## config.mk

```make
export PLATFORM = sky130hd
export DESIGN_NAME = gray_ptr_ctrl
export DESIGN_NICKNAME = d
export VERILOG_FILES = /design/src/rtl/gray_ptr_ctrl.sv
export SDC_FILE = /design/constraint.sdc
export NUM_CORES = 1
export LEC_CHECK = 0
export BUFFER_PORTS_ARGS = -buffer_cell sky130_fd_sc_hd__clkbuf_2
export CAP_MARGIN = 25
export CORE_MARGIN = 3
export CORE_UTILIZATION = 24
export CTS_CLUSTER_DIAMETER = 200
export DETAILED_ROUTE_END_ITERATION = 8
export HOLD_SLACK_MARGIN = 0.06
export PLACE_DENSITY = 0.49
export SYNTH_ARGS = -nofsm -noshare
export SYNTH_HDL_FRONTEND = slang
export SYNTH_SLANG_ARGS = --single-unit
export TNS_END_PERCENT = 1
```

## constraint.sdc

```tcl
create_clock -name clk -period 3.24 [get_ports clk]
set_input_delay 0.162 -clock clk [delete_from_list [all_inputs] [get_ports clk]]
set_output_delay 0.162 -clock clk [all_outputs]
set_load 0.05 [all_outputs]
```

## src/rtl/gray_ptr_ctrl.sv

```systemverilog
// ============================================================================
// Module : gray_ptr_ctrl
// Brief  : Per-domain async-FIFO pointer controller (binary/Gray pointer,
//          remote-pointer synchroniser, full/empty, almost flags, fill level).
// Rev    : 1.0  initial release
// ============================================================================
`default_nettype none

module gray_ptr_ctrl #(
  parameter int ADDR_W      = 4,
  parameter int SIDE        = 0,
  parameter int SYNC_STAGES = 2,
  parameter int ALMOST_TH   = 2
) (
  input  logic              clk,
  input  logic              reset_n,
  input  logic              inc,
  input  logic [ADDR_W:0]   remote_gray,
  output logic              accept,
  output logic [ADDR_W-1:0] bin_addr,
  output logic [ADDR_W:0]   gray_ptr,
  output logic              flag,
  output logic              almost_flag,
  output logic [ADDR_W:0]   level
);

  localparam int              C_PW        = ADDR_W + 1;
  localparam logic [ADDR_W:0] C_DEPTH     = {1'b1, {ADDR_W{1'b0}}};
  localparam logic            C_FLAG_RST  = (SIDE != 0);

  logic [ADDR_W:0] r_bin_ptr;
  logic [ADDR_W:0] r_gray_ptr;
  logic            r_flag;
  logic            r_almost;
  logic [ADDR_W:0] r_level;
  logic [ADDR_W:0] r_sync [SYNC_STAGES];

  logic [ADDR_W:0] w_bin_nxt;
  logic [ADDR_W:0] w_gray_nxt;
  logic [ADDR_W:0] w_rsync;
  logic [ADDR_W:0] w_rbin;
  logic [ADDR_W:0] w_level_nxt;
  logic            w_flag_nxt;
  logic            w_almost_nxt;
  logic            w_accept;

  // Flag is registered, so a blocked request never moves the pointer.
  assign w_accept   = inc & ~r_flag;
  assign w_bin_nxt  = r_bin_ptr + {{ADDR_W{1'b0}}, w_accept};
  assign w_gray_nxt = w_bin_nxt ^ (w_bin_nxt >> 1);
  assign w_rsync    = r_sync[SYNC_STAGES-1];

  // Gray-to-binary: each bit is the XOR of all Gray bits from the MSB down.
  genvar gi;
  generate
    for (gi = 0; gi < C_PW; gi++) begin : g_g2b
      assign w_rbin[gi] = ^w_rsync[ADDR_W:gi];
    end
  endgenerate

  generate
    if (SIDE == 0) begin : g_write
      localparam logic [ADDR_W:0] C_AFULL_TH = C_DEPTH - C_PW'(ALMOST_TH);
      assign w_level_nxt  = w_bin_nxt - w_rbin;
      assign w_flag_nxt   = (w_gray_nxt ==
                             {~w_rsync[ADDR_W:ADDR_W-1], w_rsync[ADDR_W-2:0]});
      assign w_almost_nxt = (w_level_nxt >= C_AFULL_TH);
    end else begin : g_read
      localparam logic [ADDR_W:0] C_AEMPTY_TH = C_PW'(ALMOST_TH);
      assign w_level_nxt  = w_rbin - w_bin_nxt;
      assign w_flag_nxt   = (w_gray_nxt == w_rsync);
      assign w_almost_nxt = (w_level_nxt <= C_AEMPTY_TH);
    end
  endgenerate

  always_ff @(posedge clk or negedge reset_n) begin
    if (!reset_n) begin
      for (int i = 0; i < SYNC_STAGES; i++) begin
        r_sync[i] <= '0;
      end
    end else begin
      r_sync[0] <= remote_gray;
      for (int i = 1; i < SYNC_STAGES; i++) begin
        r_sync[i] <= r_sync[i-1];
      end
    end
  end

  // Gray register is loaded from gray_nxt, never decoded, so it stays glitch-free.
  always_ff @(posedge clk or negedge reset_n) begin
    if (!reset_n) begin
      r_bin_ptr  <= '0;
      r_gray_ptr <= '0;
      r_flag     <= C_FLAG_RST;
      r_almost   <= C_FLAG_RST;
      r_level    <= '0;
    end else begin
      r_bin_ptr  <= w_bin_nxt;
      r_gray_ptr <= w_gray_nxt;
      r_flag     <= w_flag_nxt;
      r_almost   <= w_almost_nxt;
      r_level    <= w_level_nxt;
    end
  end

  assign accept      = w_accept;
  assign bin_addr    = r_bin_ptr[ADDR_W-1:0];
  assign gray_ptr    = r_gray_ptr;
  assign flag        = r_flag;
  assign almost_flag = r_almost;
  assign level       = r_level;

endmodule

`default_nettype wire

```

==> metrics, run 1 <==
ys flop type=dfrtp_1; CTS Buf Count=3; vias after detailed routing=677; worst reg2reg startpoint=w_rsync[4]; fin area=1438 um2; Synth Instances=80; final wirelength=1886 um; share of cells above drive strength 1=31.86%; Worst Path Buf+Inv=0; Largest delay share family, worst path=XOR/XNOR gates; hold slack=0.3533 ns; Max Slew Vio Count=0; crit end category=flop; outcome=finished, final reports clean; CP dominant cell by count=xnor2_1; H-tree depth=1; number of remaining DRC errors=0; core area=4474 um2; Final ANT Viol Nets=0; CTS tree=built; WP data required=3.40 ns; # diodes=0; Max-Cap Viols=0; DP Area=1323 um2; CP arrival=2.91 ns; setup_tns=0 ns; Tightest Pin Transition=0.6441 ns; worst min path class=flop to flop; P&R area growth vs syn=25.85%; slowest library cell on the worst path=xnor3_2; Tmin final=2.747 ns; hold wc startpoint=r_sync[7]; Critical Path Start Type=flop; Hold Vio Cnt, Final=0; drt initial violations=17; syn nets=94; area share of the largest cell type after synthesis=56.96%; number of global-route vias before repair=707; Starting Density=25.53%; IO Pins=25; Yosys warning count=0; initial antenna violation count=0; f_max=364.0 MHz; Setup-failing EPs final=0; number of synthesized flops with an enable pin=0; slew margin rel.=57.06%; maximum number of pins on one net before global-route repair=27; synthesized area=1142 um2; Worst Skew=0.004956 ns; clk sinks=26; Async S/R FF share, synth=100.0%; critical path fanouts, max=7; Chip Height=74.99 um; dpl hpwl=1445 um; total congestion overflow=0; first-pass GRT wire length=3215 um; Worst-Skew Late Latency=0.27 ns; register area share after synthesis=56.96%; drt via density=4.103; Clock Pin Slew Worst Setup and Hold Paths=0.09 ns; setup bufs post-CTS=0; FP Rows=24; Avg Cell Area, Syn=14.28 um2; WL/cell=11.43 um; Overall Global Routing Usage=7.570%; global placer's final weighted congestion=0.7550; post-synthesis cell type count=24; IO Port Bufs=24; Yosys top cell by area=dfrtp_1; Pre-Repair DR Iteration Count=3; Yosys reg bits=26; root buffer cell=clkbuf_8; Reg2Reg Setup Slack=0.49 ns; Max stage delay on crit path=0.52 ns; CP cell instances=xnor3_2, xor2_1, xnor2_1, ha_1, fa_1, or2b_1, o21ai_2, xnor2_1, a31o_1; top cells by area, synth=dfrtp_1 (57%), xnor2_1 (8.4%), ha_1 (5.5%); Setup crit start=w_rsync[4]; RSZ-0062 raised after global routing=no; Clock Tree Buf Depth=2; die area=5624 um2; Horiz. Die Dim=74.99 um; Layout Nets=128; crit share post-route=84.79%; kind of critical path=flop to flop
==> through the flow <==
| step | instances | setup WS (ns) | util (%) |
|---|---|---|---|
| 3_5_place_dp | 155 | 0.4934 | 29.56 |
| 4_1_cts | 165 | 0.4603 | 32.13 |
| 2_1_floorplan | 80 | 0.2201 | - |
| 3_3_place_gp | 155 | 0.5940 | 29.56 |
| 6_report | 165 | 0.4928 | 32.13 |
| 5_1_grt | 165 | 0.3481 | 32.13 |
==> synth_stat cells, types with 2 or more instances <==
master	instances
xnor2_2	2
a21oi_1	2
xor2_1	5
xnor2_1	11
or3_1	2
nand3_1	4
nor3b_1	2
ha_1	5
o21ai_2	2
inv_1	6
dfrtp_1	26
==> placed cells by master (no fill, tap or decap), types with 2 or more instances in the layout <==
cell	Yosys	layout
clkbuf_2	0	24
a21oi_1	2	2
inv_1	6	6
or3_1	2	2
xor2_1	5	5
nand3_1	4	4
ha_1	5	5
dlygate4sd3_1	0	6
dfrtp_1	26	26
nor3b_1	2	2
xnor2_2	2	2
o21ai_2	2	2
xnor2_1	11	11
clkbuf_8	0	4
==> final timing paths <==
check,end,cells after the start
setup / recovery,almost_flag,9
hold / removal,w_rsync[2],0
setup reg to reg,almost_flag,9
hold reg to reg,w_rsync[2],0
max in group asynchronous,level[1],2
min in group asynchronous,w_rsync[4],2
==> kinds of logic (layout without fill, tap and decap cells) <==
logic type               count (synthesis)  in the layout  synth area share [%]
flip-flops                              26             26                 56.95
buffers and inverters                    7             40                 2.409
adder cells (fa/ha/maj)                  6              6                 7.229
AND/OR/NAND/NOR                         12             12                 6.682
XOR/XNOR                                21             21                 21.03
AO/OA/AOI/OAI                            8              8                 5.696
==> registers in the layout, indices dropped and copies added (netlist names) <==
name,flops
level,5
r_sync,5
gray_ptr,4
almost_flag,1
w_rsync,5
flag,1
r_bin_ptr,5
==> layout make-up <==
class	count	area (um2)
repair buffers	30	180.2
well taps	52	65.06
fillers	455	3037
flip-flops and latches	26	650.6
multi-input cells	47	464.2
clock buffers	4	55.05
inverters	6	22.52
==> worst register-to-register path: cells and delay by family (launching register included) <==
family                   cells  cell delay (ns)
adder cells (fa/ha/maj)      2             0.61
AO/OA/AOI/OAI                2             0.30
XOR/XNOR                     4             1.01
flip-flops                   1             0.47
AND/OR/NAND/NOR              1             0.24
==> metal layers <==
metal	global-route usage (%)	vias up	share of wire, %	wire length [um]
li1	-	328	-	-
met5	0	-	0	0
met2	11.90	23	42	800
met3	3.071	0	7.6	143
met1	10.03	326	50	941
met4	1.186	0	0	0
==> repair_timing <==
item | CTS | global route
hold endpoints to repair | 31 | 0
gates resized for setup | 0 | 0
hold buffers | 6 | 0
Power of run 1 is not shown: default switching activity piles up to over one toggle a cycle in this logic, so the estimate is an artifact.
==> run 2, diff against run 1 <==
- clock period: 3.24 -> 2.8 ns (I/O delays scaled with it)
==> run 2 against run 1 <==
Clock skew is 0.00074 ns lower. Fmax increased by 5.7%. Die area did not move. Flip-flop and latch count is the same. Final cell count grew 1.8%. Register-to-register slack got worse by 0.29 ns. Non-clock buffer count grew 3. Sequential share of layout area decreased by 1.0 points. Via count increased by 0.15%. Critical path depth unchanged. Hold slack improved by 0.00063 ns. Critical path type unchanged. Critical endpoint unchanged. Highest routed layer is now met4.
==> metrics, run 2 (same netlist as run 1, synthesis figures left out) <==
worst min path class=flop to flop; Hold Vio Cnt, Final=0 (unchanged); dpl hpwl=1491 um (+3.2%); initial antenna violation count=0 (unchanged); Tmin final=2.599 ns (-0.1484 ns); crit end category=flop; # diodes=0 (unchanged); share of cells above drive strength 1=35.34% (+3.5 points); FF-to-FF End=almost_flag; WHS Endpoint=w_rsync[3]; Clock Pin Slew Worst Setup and Hold Paths=0.08 ns (about the same); CP arrival=2.76 ns (-0.15 ns); global placer's final weighted congestion=0.7394 (-2.1%); reg2reg path depth=9 (unchanged); Overall Global Routing Usage=7.932% (+0.36 points); Critical Path Start Type=flop; RSZ-0062 raised after global routing=no; hold wc startpoint=r_sync[8]; slew margin rel.=57.82% (+0.76 points); CTS tree=built; commonest non-fill, non-tap cell in the layout=dfrtp_1; setup bufs post-CTS=0 (unchanged); total congestion overflow=0 (unchanged); fillcell total=453 (-0.44%); Final ANT Viol Nets=0 (unchanged); core area=4474 um2 (unchanged); Worst Skew=0.004220 ns (-0.0007358 ns); Starting Density=25.53% (unchanged); Clock Tree Buf Depth=2 (unchanged); root buffer cell=clkbuf_8; WP data required=2.96 ns (-0.44 ns); Worst-Skew Late Latency=0.26 ns (about the same); Max Slew Vio Count=0 (unchanged); Setup-failing EPs final=0 (unchanged); H-tree depth=1 (unchanged); area of the multi-input gates=474.2 um2 (+2.2%); drt via density=4.036 (-1.6%); die area=5624 um2 (unchanged); drt initial violations=18 (+1); Horiz. Die Dim=74.99 um (unchanged); Max-Cap Viols=0 (unchanged); Layout Nets=131 (+2.3%); first-pass GRT wire length=3339 um (+3.9%); maximum number of pins on one net before global-route repair=27 (unchanged); P&R area growth vs syn=28.70%; WL/cell=11.10 um (-2.9%); FP Rows=24 (unchanged); final wirelength=1865 um (-1.1%); Hold Crit Depth=0 (unchanged); IO Port Bufs=24 (unchanged); Reg area=650.6 um2 (unchanged); IO Pins=25 (unchanged); kind of critical path=flop to flop; CTS Buf Count=3 (unchanged); number of remaining DRC errors=0 (unchanged); Tightest Pin Transition=0.6327 ns (-0.01135 ns); clk sinks=26 (unchanged); commonest cells after routing, fill and taps aside=dfrtp_1 (26), clkbuf_2 (24), xnor2_1 (11); Reg2Reg Setup Slack=0.20 ns (-0.29 ns); number of global-route vias before repair=693 (-2.0%); critical path fanouts, max=6 (-1); f_max=384.8 MHz (+5.7%); Chip Height=74.99 um (unchanged); Pre-Repair DR Iteration Count=2 (-1); crit share post-route=92.81% (+8.0 points); outcome=finished, final reports clean; setup_tns=0 ns (unchanged); worst reg2reg startpoint=w_rsync[3]; vias after detailed routing=678 (+0.15%)
## run 2: cell count changes in the layout (fill, tap and decap cells not counted)
cell     delta
buf_4       +3
xor2_1      -1
nor2b_2     +1
nor2b_1     -1
xor2_2      +1
## run 2: worst max-delay path by stage
stage | start | to | slack (ns) | cells past startpoint
floorplan | flag | almost_flag | 0.12 | 8
finish | w_rsync[3] | almost_flag | 0.20 | 9
detailed placement | w_rsync[3] | almost_flag | 0.13 | 9
CTS | w_rsync[3] | almost_flag | 0.11 | 9
global placement | w_rsync[3] | almost_flag | 0.23 | 9
global route | w_rsync[3] | almost_flag | 0.03 | 9
## run 2: routing by layer
layer	global-route usage [%]	up-vias	part of all wire, %
li1	-	332	-
met1	11.04	317	48
met2	11.41	27	42
met3	3.471	2	9.0
met4	1.779	0	0.70
met5	0	-	0
## run 2: timing repair
| action | in CTS | in global routing |
|---|---|---|
| hold buffers | 6 | 0 |
| resized for setup | 0 | 1 |
| hold endpoints to repair | 31 | 0 |
| setup endpoints to repair | 0 | 1 |
## run 2: stage by stage
step	std cells	cell area, um2	hold slack, ns	setup slack, ns	utilization (%)
after floorplan	80	1145	-0.1556	0.1171	-
final	168	1470	0.3540	0.2012	32.86
after detailed placement	158	1348	0.1991	0.1330	30.12
after CTS	168	1463	0.3578	0.1140	32.69
after global placement	158	1348	0.1832	0.2312	30.12
after global routing	168	1470	0.3665	0.03462	32.86
## run 2: final cells by class
type | instances | area share (%)
well taps | 52 | 4.426
multi-input cells | 47 | 32.26
flip-flops and latches | 26 | 44.26
clock buffers | 4 | 3.745
inverters | 6 | 1.532
repair buffers | 33 | 13.79
## run 2: worst max-delay path, cell delays in order (launching register included)
cell and delay (ns):
dfrtp_1 0.45, xnor3_2 0.46, xor2_2 0.19, xnor2_1 0.13
ha_1 0.21, fa_1 0.40, or2b_1 0.25, o21ai_2 0.12
xnor2_1 0.10, a31o_1 0.18
Power of run 2 is left out for the same reason.
==> run 3, diff against run 2 <==
- RECOVER_POWER: unset -> 50
==> run 3 against run 2 <==
Non-clock buffer count unchanged. First-iteration DRC count unchanged. Via count unchanged. Die area unchanged. Fmax unchanged. Critical endpoint unchanged. Highest routed layer unchanged.
==> metrics, run 3 (same netlist as run 1, synthesis figures left out) <==
share of cells above drive strength 1=34.48% (-0.86 points); Reg2Reg Setup Slack=0.20 ns (about the same); first-pass GRT wire length=3339 um (unchanged); H-tree depth=1 (unchanged); Final ANT Viol Nets=0 (unchanged); final instance count without filler cells=168 (unchanged); slew margin rel.=9.208% (-49 points); initial antenna violation count=0 (unchanged); global placer's final weighted congestion=0.7394 (unchanged); P&R area growth vs syn=28.59% (about the same); CP cell instances=xnor3_2, xor2_2, xnor2_1, ha_1, fa_1, or2b_1, o21ai_2, xnor2_1, a31o_1; WP data required=2.96 ns (about the same); Tightest Pin Transition=1.362 ns (+0.7291 ns); IO Port Bufs=24 (unchanged); clk sinks=26 (unchanged); max layer used=met4; Setup crit start=w_rsync[3]; critical path fanouts, max=6 (unchanged); crit end category=flop; worst reg2reg startpoint=w_rsync[3]; met1 WL=899 um (-0.11%); met3 WL=168 um (unchanged); final wirelength=1864 um (about the same); Max-Cap Viols=0 (unchanged); CTS Buf Count=3 (unchanged); critical path endpoint=almost_flag; Horiz. Die Dim=74.99 um (unchanged); CP dominant cell by count=xnor2_1; core area=4474 um2 (unchanged); CTS tree=built; Placed Instances=158 (unchanged); drt via density=4.036 (unchanged); number of remaining DRC errors=0 (unchanged); CP arrival=2.76 ns (about the same); worst min path class=flop to flop; Overall Global Routing Usage=7.932% (unchanged); Hold Vio Cnt, Final=0 (unchanged); reg2reg path depth=9 (unchanged); # diodes=0 (unchanged); IO Pins=25 (unchanged); Clock Tree Buf Depth=2 (unchanged); drt initial violations=18 (unchanged); total congestion overflow=0 (unchanged); f_max=384.8 MHz (unchanged); Clock Pin Slew Worst Setup and Hold Paths=0.08 ns (about the same); Max Slew Vio Count=0 (unchanged); Worst Skew=0.004220 ns (unchanged); kind of critical path=flop to flop; Max stage delay on crit path=0.46 ns (about the same); number of global-route vias before repair=693 (unchanged); WL/cell=11.10 um (about the same); commonest non-fill, non-tap cell in the layout=dfrtp_1; slowest library cell on the worst path=xnor3_2; met2 wire length=782 um (unchanged); Critical Path Start Type=flop; setup_tns=0 ns (unchanged); FP Rows=24 (unchanged); die area=5624 um2 (unchanged); crit share post-route=92.81% (unchanged); vias after detailed routing=678 (unchanged); Setup-failing EPs final=0 (unchanged); maximum number of pins on one net before global-route repair=27 (unchanged); Chip Height=74.99 um (unchanged); fin area=1469 um2 (about the same); root buffer cell=clkbuf_8; dpl hpwl=1491 um (unchanged); FF-to-FF End=almost_flag; DP Area=1348 um2 (unchanged); Layout Nets=131 (unchanged); Tmin final=2.599 ns (unchanged); Finished Core Util=32.83% (about the same); commonest cells after routing, fill and taps aside=dfrtp_1 (26), clkbuf_2 (23), xnor2_1 (11); Pre-Repair DR Iteration Count=2 (unchanged); Worst-Skew Late Latency=0.26 ns (about the same); RSZ-0062 raised after global routing=no; outcome=finished, final reports clean; Starting Density=25.53% (unchanged)
-- run 3: cell count changes in the layout (fill, tap and decap cells not counted) --
cell / change
clkbuf_2: -1
clkbuf_1: +1
-- run 3: layout make-up --
type / count / area [um2]
sequential: 26 / 650.6
inverter: 6 / 22.52
tap: 52 / 65.06
fill: 454 / 3005
timing repair buffer: 33 / 201.4
multi-input combinational: 47 / 474.2
clock buffer: 4 / 55.05
-- run 3: what timing repair did --
| item | 4_1_cts | 5_1_grt |
|---|---|---|
| resized for setup | 0 | 1 |
| hold endpoints to repair | 31 | 0 |
| hold buffers | 6 | 0 |
| buffers inserted | 0 | 0 |
| setup endpoints to repair | 0 | 1 |
-- run 3: how the worst min path moves through the flow --
stage,startpoint,endpoint,slack [ns],cells past startpoint
after CTS,r_sync[8],w_rsync[3],0.36,0
after detailed placement,reset_n,gray_ptr[3],0.20,1
after global routing,r_sync[7],w_rsync[2],0.37,0
final,r_sync[8],w_rsync[3],0.35,0
after global placement,reset_n,gray_ptr[3],0.18,1
after floorplan,reset_n,almost_flag,-0.16,0
-- run 3: routing by layer --
metal / up-vias / global-route usage [%]
met5: - / 0
met4: 0 / 1.779
met3: 2 / 3.471
met2: 27 / 11.41
met1: 317 / 11.04
li1: 332 / -
-- run 3: worst max-delay path, delay by kind of cell, from the launching register on --
family,cells,cell delay (ns)
AOI/OAI and AO/OA,2,0.30
xor gates and xnor gates,4,0.88
adders and majority gates,2,0.61
DFF,1,0.45
and+or+nand+nor,1,0.25
-- run 3: per-stage QoR --
| step | hold slack [ns] | setup slack (ns) |
|---|---|---|
| floorplan | -0.1556 | 0.1171 |
| global placement | 0.1832 | 0.2312 |
| detailed placement | 0.1991 | 0.1330 |
| CTS | 0.3578 | 0.1140 |
| global route | 0.3665 | 0.03462 |
| finish | 0.3540 | 0.2012 |
Power of run 3 is left out for the same reason.
